File: src/rtl/ram_arbiter.sv
// ram_arbiter: shares the single-port system RAM between the CPU (strobed by
// cpu_clken), the video character fetch and the ioctl download port.
// Fixed priority CPU > video > download, one access at a time, each access
// runs ISSUE -> WAIT (MEM_LATENCY-1 cycles) -> DONE.
// Optional feature: define RAM_ARB_STATS_EN to add the stall_max output.
module ram_arbiter #(
  parameter int unsigned ADDR_W      = 16,
  parameter int unsigned DATA_W      = 8,
  parameter int unsigned MEM_LATENCY = 2
) (
  input  logic              sys_clock,
  input  logic              reset_n,
  input  logic              cpu_clken,
  input  logic [ADDR_W-1:0] cpu_addr,
  input  logic              cpu_we,
  input  logic [DATA_W-1:0] cpu_din,
  output logic [DATA_W-1:0] cpu_dout,
  input  logic              vid_req,
  input  logic [ADDR_W-1:0] vid_addr,
  output logic              vid_ack,
  output logic [DATA_W-1:0] vid_dout,
  input  logic              dl_req,
  input  logic [ADDR_W-1:0] dl_addr,
  input  logic [DATA_W-1:0] dl_data,
  output logic              dl_ack,
  output logic [ADDR_W-1:0] ram_addr,
  output logic [DATA_W-1:0] ram_din,
  output logic              ram_we,
  output logic              ram_cs,
  input  logic [DATA_W-1:0] ram_dout,
  output logic              cpu_stall
`ifdef RAM_ARB_STATS_EN
  ,
  output logic [7:0]        stall_max
`endif
);

  typedef enum logic [1:0] {S_IDLE, S_ISSUE, S_WAIT, S_DONE} state_t;
  typedef enum logic [1:0] {OWN_NONE, OWN_CPU, OWN_VID, OWN_DL} owner_t;

  localparam logic [2:0] WAIT_LOAD = 3'((MEM_LATENCY >= 2) ? (MEM_LATENCY - 2) : 0);

  state_t            state_q, state_d;
  owner_t            owner_q, owner_d;
  logic [2:0]        cnt_q, cnt_d;
  logic              pend_q, pend_d;
  logic [ADDR_W-1:0] pend_addr_q, pend_addr_d;
  logic              pend_we_q, pend_we_d;
  logic [DATA_W-1:0] pend_din_q, pend_din_d;
  logic [ADDR_W-1:0] ram_addr_q, ram_addr_d;
  logic [DATA_W-1:0] ram_din_q, ram_din_d;
  logic              cur_we_q, cur_we_d;
  logic [DATA_W-1:0] cpu_dout_q, cpu_dout_d;
  logic [DATA_W-1:0] vid_dout_q, vid_dout_d;

  // Next-state: grant arbitration, latency count, result capture, CPU slot.
  always_comb begin
    state_d     = state_q;
    owner_d     = owner_q;
    cnt_d       = cnt_q;
    pend_d      = pend_q;
    pend_addr_d = pend_addr_q;
    pend_we_d   = pend_we_q;
    pend_din_d  = pend_din_q;
    ram_addr_d  = ram_addr_q;
    ram_din_d   = ram_din_q;
    cur_we_d    = cur_we_q;
    cpu_dout_d  = cpu_dout_q;
    vid_dout_d  = vid_dout_q;
    unique case (state_q)
      S_IDLE: begin
        if (pend_q) begin
          state_d    = S_ISSUE;
          owner_d    = OWN_CPU;
          ram_addr_d = pend_addr_q;
          ram_din_d  = pend_din_q;
          cur_we_d   = pend_we_q;
        end else if (vid_req) begin
          state_d    = S_ISSUE;
          owner_d    = OWN_VID;
          ram_addr_d = vid_addr;
          cur_we_d   = 1'b0;
        end else if (dl_req) begin
          state_d    = S_ISSUE;
          owner_d    = OWN_DL;
          ram_addr_d = dl_addr;
          ram_din_d  = dl_data;
          cur_we_d   = 1'b1;
        end else if (cpu_clken) begin
          // Bypass: the strobe is granted straight from the port while the
          // slot below still latches it, so cpu_stall covers the access.
          state_d    = S_ISSUE;
          owner_d    = OWN_CPU;
          ram_addr_d = cpu_addr;
          ram_din_d  = cpu_din;
          cur_we_d   = cpu_we;
        end
      end
      S_ISSUE: begin
        if (MEM_LATENCY <= 1) begin
          state_d = S_DONE;
        end else begin
          state_d = S_WAIT;
          cnt_d   = WAIT_LOAD;
        end
      end
      S_WAIT: begin
        if (cnt_q == 3'd0) state_d = S_DONE;
        else               cnt_d   = cnt_q - 3'd1;
      end
      S_DONE: begin
        state_d = S_IDLE;
        owner_d = OWN_NONE;
        unique case (owner_q)
          OWN_CPU: begin
            if (!cur_we_q) cpu_dout_d = ram_dout;
            pend_d = 1'b0;
          end
          OWN_VID: vid_dout_d = ram_dout;
          default: ;
        endcase
      end
      default: state_d = S_IDLE;
    endcase
    // A strobe in the same cycle as a CPU DONE starts a new pending access.
    if (cpu_clken) begin
      pend_d      = 1'b1;
      pend_addr_d = cpu_addr;
      pend_we_d   = cpu_we;
      pend_din_d  = cpu_din;
    end
  end

  // State and datapath registers, asynchronously cleared.
  always_ff @(posedge sys_clock or negedge reset_n) begin
    if (!reset_n) begin
      state_q     <= S_IDLE;
      owner_q     <= OWN_NONE;
      cnt_q       <= '0;
      pend_q      <= 1'b0;
      pend_addr_q <= '0;
      pend_we_q   <= 1'b0;
      pend_din_q  <= '0;
      ram_addr_q  <= '0;
      ram_din_q   <= '0;
      cur_we_q    <= 1'b0;
      cpu_dout_q  <= '0;
      vid_dout_q  <= '0;
    end else begin
      state_q     <= state_d;
      owner_q     <= owner_d;
      cnt_q       <= cnt_d;
      pend_q      <= pend_d;
      pend_addr_q <= pend_addr_d;
      pend_we_q   <= pend_we_d;
      pend_din_q  <= pend_din_d;
      ram_addr_q  <= ram_addr_d;
      ram_din_q   <= ram_din_d;
      cur_we_q    <= cur_we_d;
      cpu_dout_q  <= cpu_dout_d;
      vid_dout_q  <= vid_dout_d;
    end
  end

  // Strobes decode from state_q so they drop as soon as reset asserts; read
  // data passes through during DONE so it is valid with the ack.
  always_comb begin
    ram_cs    = (state_q == S_ISSUE);
    ram_we    = (state_q == S_ISSUE) && cur_we_q;
    ram_addr  = ram_addr_q;
    ram_din   = ram_din_q;
    vid_ack   = (state_q == S_DONE) && (owner_q == OWN_VID);
    dl_ack    = (state_q == S_DONE) && (owner_q == OWN_DL);
    vid_dout  = vid_ack ? ram_dout : vid_dout_q;
    cpu_dout  = ((state_q == S_DONE) && (owner_q == OWN_CPU) && !cur_we_q) ? ram_dout : cpu_dout_q;
    cpu_stall = pend_q;
  end

`ifdef RAM_ARB_STATS_EN
  logic [7:0] run_q, run_d;
  logic [7:0] stall_max_q, stall_max_d;

  // Current stall run length and the longest run since reset, both saturating.
  always_comb begin
    run_d       = '0;
    stall_max_d = stall_max_q;
    if (pend_q) begin
      run_d = (run_q == 8'hFF) ? run_q : run_q + 8'd1;
      if (run_d > stall_max_q) stall_max_d = run_d;
    end
  end

  // Statistics registers.
  always_ff @(posedge sys_clock or negedge reset_n) begin
    if (!reset_n) begin
      run_q       <= '0;
      stall_max_q <= '0;
    end else begin
      run_q       <= run_d;
      stall_max_q <= stall_max_d;
    end
  end

  assign stall_max = stall_max_q;
`endif

endmodule

File: config.mk
export PLATFORM = sky130hd
export DESIGN_NAME = ram_arbiter
export DESIGN_NICKNAME = d
export VERILOG_FILES = /design/src/rtl/ram_arbiter.sv
export SDC_FILE = /design/constraint.sdc
export NUM_CORES = 1
export LEC_CHECK = 0
export CELL_PAD_IN_SITES_DETAIL_PLACEMENT = 0
export CELL_PAD_IN_SITES_GLOBAL_PLACEMENT = 2
export CORE_MARGIN = 2
export CORE_UTILIZATION = 32
export CTS_BUF_LIST = sky130_fd_sc_hd__clkbuf_16
export DETAILED_ROUTE_END_ITERATION = 7
export GPL_TIMING_DRIVEN = 0
export PLACE_DENSITY = 0.95
export SYNTH_ARGS = -nofsm -noshare
export SYNTH_HDL_FRONTEND = slang
export SYNTH_SLANG_ARGS = --single-unit
File: constraint.sdc
create_clock -name sys_clock -period 3.8 [get_ports sys_clock]
set_input_delay 0.38 -clock sys_clock [delete_from_list [all_inputs] [get_ports sys_clock]]
set_output_delay 0.38 -clock sys_clock [all_outputs]
set_load 0.02 [all_outputs]
**Word-level counts from Yosys, hierarchy flattened**

Index checks and enable logic that the tools add are counted.

- Bits in registers: 74
- Output and inout port bits: 45
- Word-level logic and storage cells: 75

- Add/sub/neg operators: 1
- Eq/ne operators: 10
- Muxes and demuxes: 29
- Bitwise operators: 1
- Reduce and logical (&&, ||, !) cells: 22

Operator list:

| kind | count |
|---|---|
| 16-bit two-way mux | 4 |
| 8-bit two-way mux | 6 |
| 2-bit two-way mux | 8 |
| 2-bit AND reduction | 6 |
| 2-bit == test, second input constant | 4 |
| 2-bit case mux with 4 select lines | 1 |
| 2-bit nonzero test | 4 |
| 1-bit two-way mux | 7 |
| 3-bit case mux with 2 select lines | 1 |
| 3-bit AND reduction | 2 |
| 1-bit logical AND | 5 |
| 5-bit inequality test, second input constant | 1 |
| 2-bit by 1-bit == test with 1-bit output, second input constant | 2 |
| 2-bit inequality test, second input constant | 2 |
| 2-bit case mux with 2 select lines | 1 |
| 4-bit nonzero test | 1 |
| 3-bit logical NOT | 1 |
| 3-bit two-way mux | 1 |
| 3-bit nonzero test | 1 |
| 3-bit by 1-bit subtractor with 3-bit output, second input constant | 1 |
| 2-bit logical NOT | 1 |
| 2-bit by 1-bit inequality test with 1-bit output, second input constant | 1 |
| 1-bit logical NOT | 1 |
| 1-bit NOT | 1 |

**Depth between registers and ports, before layout**

- Depth after elaboration: 5
- Gate-level depth with buffers: 6

**Least setup slack after synthesis**

Ideal clock, no wire load.

- Kind: reg-to-output
- From: reg state_q[0]
- To: out cpu_dout[0]
- Arrival: 1.440 ns
- Required time: 3.420 ns
- Path slack: 1.980 ns
- Stages on the path, launching flop included: 5
- Path through: dfrtp_1 ha_1 nor4bb_1 buf_2 mux2_2

- Cells in the longest elaborated chain, start to end: 4

Ends and longest elaborated chain:

| element | RTL line | text |
|---|---|---|
| start, declared | 43 | `state_t state_q, state_d;` |
| start signal, assigned | 150 | `state_q <= state_d;` |
| 2-bit == test | 175 | `cpu_dout = ((state_q == S_DONE) && (owner_q == OWN_CPU) && !cur_we_q) ? ram_dout : cpu_dout_q;` |
| 1-bit logical AND (2 in a row) | 175 |  |
| 8-bit two-way mux | 175 |  |
| end, declared | 17 | `output logic [DATA_W-1:0] cpu_dout,` |

Every way passes these cells.

**Worst setup path after layout**

- From: reg state_q[0]
- To: out cpu_dout[4]

The elaborated chain is that of the path after synthesis.

==> results.md <==
* Run status: finished, final reports clean
* Clock skew at 0.00394 ns
* Sequential standard cell area at 1850 sq um
* Die Ht at 112 um
* Setup violators final at 0
* Layout net count at 512
* Distinct cells, synth at 38
* Vias at 2846
* Crit-path slowest cell: clkdlybuf4s50_1
* Core area at 11400 sq um
* Synth top area share at 49.6%
* First-pass GRT wire length at 15700 um
* Initial Util at 32.7%
* Area Growth Syn to Fin at 47.5%
* Top FF cell, synth: dfrtp_1
* Post-route clock period utilization at 75.0%
* Setup crit start kind: register
* DRT antenna net count at 0
* Clock Latency Late Sink at 0.33 ns
* Post-Synthesis Cells at 291
* Number of enable flip-flop cells after synthesis at 0
* Rel. slew slack at 58.7%
* Routed WL at 9790 um
* CTS buffer count at 9
* Worst-Margin Slew at 0.618 ns
* Multi-input logic area at 1730 sq um
* Fin crit period at 2.85 ns
* Post_cts resized at 0
* Clock Sink Count at 74
* Hold Path Class: in2async
* Vias per inst at 4.96
* Yosys warning total at 0
* H-tree Lvls at 3
* Syn avg cell area at 12.8 sq um
* Tot GR Track Use at 15.9%
* Total I/O pin count at 123
* Slowest cell delay on critical path at 0.55 ns
* CTS tree: done
* Final hold vios at 0
* Async set-reset flop share out of synthesis at 100%
* Mapped Nets at 377
* Port bufs at 122
* Routability Congestion at 0.784
* Synth area leader: dfrtp_1
* Cell Area, Synth at 3730 sq um
* First drt pass iteration count at 8
* Vias in the first global route at 2966
* CP arrival at 2.47 ns
* Core Rows at 39
* DPL Wire Length at 7160 um
* WHS at 0.468 ns
* Die area at 12500 sq um
* Crit-path cells: ha_1, nor4bb_1, buf_2, mux2_2, clkdlybuf4s50_1
* Initial DRC count at 135
* Power density over the cells at 736 nW/um^2
* Dpl cell area at 5160 sq um
* Max-slew violations at 0
* RSZ-0062 raised after global routing: false
* Peak supply drop at 0.000294 V
* Crit end category: primary output
* Fmax achieved at 351 MHz
* Largest cells by area after synthesis: dfrtp_1 50%, mux2_2 18%, mux2_4 6.0%, a222oi_1 4.0%, nand2_1 2.8%
* Total power at 0.00405 W
* DR WL/cell at 17.1 um
* Diode count at 0
* GRT overflow at 0
* Die W at 112 um
* Critical path class: reg2out
* MaxCap Viol Count at 0
* Worst endpoint required time at 3.42 ns
* Worst-path clk slew at 0.06 ns
* Register area share after synthesis at 49.6%
* Most common cell in the netlist: dfrtp_1
* Max Root-Sink Buffers at 2
* Drt drc at 0
* Root Driver: clkbuf_16
* #FFs+latches synth at 74
* Initial antenna violation count at 0
* Synth top cells by count: 74 x dfrtp_1, 61 x mux2_2, 28 x nand2_1
* Design area at 5500 sq um
* Worst Path Max Fanout at 8
* Ratio of cells with drive above 1 in the final layout at 26.9%
* Largest net degree at the start of global routing at 58
* Leak at 2.33 nW
* Filler cells at 1043
-- critical path, delay by kind of cell, from the launching register on --
kind | cells | cell delay, ns
AND/OR/NAND/NOR | 1 | 0.28
buffers and inverters | 2 | 0.82
flip-flops | 1 | 0.43
adder cells (fa/ha/maj) | 1 | 0.24
multiplexers | 1 | 0.36
-- final timing paths --
check	from	end	slack (ns)	cells after the start
setup / recovery	state_q[0]$_DFFE_PN0P_	cpu_dout[4]	0.95	5
hold / removal	reset_n	vid_dout_q[4]$_DFFE_PN0P_	0.47	2
setup reg to reg	cpu_stall$_DFFE_PN0P_	ram_addr[8]$_DFFE_PN0P_	2.06	4
hold reg to reg	ram_addr[5]$_DFFE_PN0P_	ram_addr[5]$_DFFE_PN0P_	0.49	2
max in group asynchronous	reset_n	owner_q[1]$_DFFE_PN0P_	2.75	3
min in group sys_clock	ram_addr[5]$_DFFE_PN0P_	ram_addr[5]$_DFFE_PN0P_	0.49	2
-- metrics by stage --
stage	utilization, %	instances	TNS, ns	setup WS (ns)
3_3_place_gp	44.9	556	-17.82	-0.247
6_report	48.2	574	0	0.950
5_1_grt	48.2	574	0	0.824
3_5_place_dp	45.2	557	0	1.29
2_1_floorplan	-	291	0	1.98
4_1_cts	48.2	574	0	0.929
-- final cells by class --
cell class / instances / share of cell area [%]
Buffer: 18 / 2.30
Clock buffer: 9 / 4.09
Clock inverter: 7 / 2.00
Inverter: 7 / 0.478
Multi-Input combinational cell: 192 / 31.4
Sequential cell: 74 / 33.7
Tap cell: 143 / 3.25
Timing Repair Buffer: 124 / 22.8
-- flip-flops by register name (all words and copies together), names as in the netlist --
name	cells
ram_din	8
vid_dout_q	8
state_q	2
cpu_dout_q	8
ram_addr	16
cpu_stall	1
cnt_q	3
owner_q	2
pend_we_q	1
pend_din_q	8
cur_we_q	1
pend_addr_q	16
-- report_power, final --
group / internal [W] / switching (W)
combinational: 0.000977 / 0.000894
sequential: 0.00106 / 0.000160
clock: 0.000635 / 0.000321
total: 0.00267 / 0.00137
-- what timing repair did --
action / CTS / global route
hold endpoints to repair: 17 / 0
hold buffers: 1 / 0
setup buffers: 0 / 0
-- layer usage --
| layer | part of all wire, % | track usage [%] | wire length [um] | vias up |
|---|---|---|---|---|
| li1 | - | - | - | 1346 |
| met1 | 43 | 20.3 | 4240 | 1408 |
| met2 | 50 | 26.7 | 4890 | 83 |
| met3 | 5.5 | 3.81 | 540 | 9 |
| met4 | 1.2 | 5.20 | 120 | 0 |
| met5 | 0 | 0 | 0 | - |
-- placed cells by master (no fill, tap or decap), types with 3 or more instances in the layout --
cell / n
a21oi_1: 3
a222oi_1: 15
buf_2: 12
buf_6: 3
bufinv_16: 3
clkbuf_16: 9
clkdlybuf4s50_1: 121
dfrtp_1: 74
ha_1: 8
inv_1: 9
mux2_2: 61
mux2_4: 15
mux2i_1: 8
nand2_1: 28
nor2_1: 6
o21ai_0: 17
o21ai_1: 7
-- cell families after synthesis --
logic type	after synthesis	share of synthesized area, %
flops	74	49.6
simple gates	46	6.07
xor+xnor	1	0.235
compound gates	53	10.7
fa+ha+maj	8	2.68
buf+inv	25	4.09
mux	84	26.6
(Power assumes the default switching activity.)
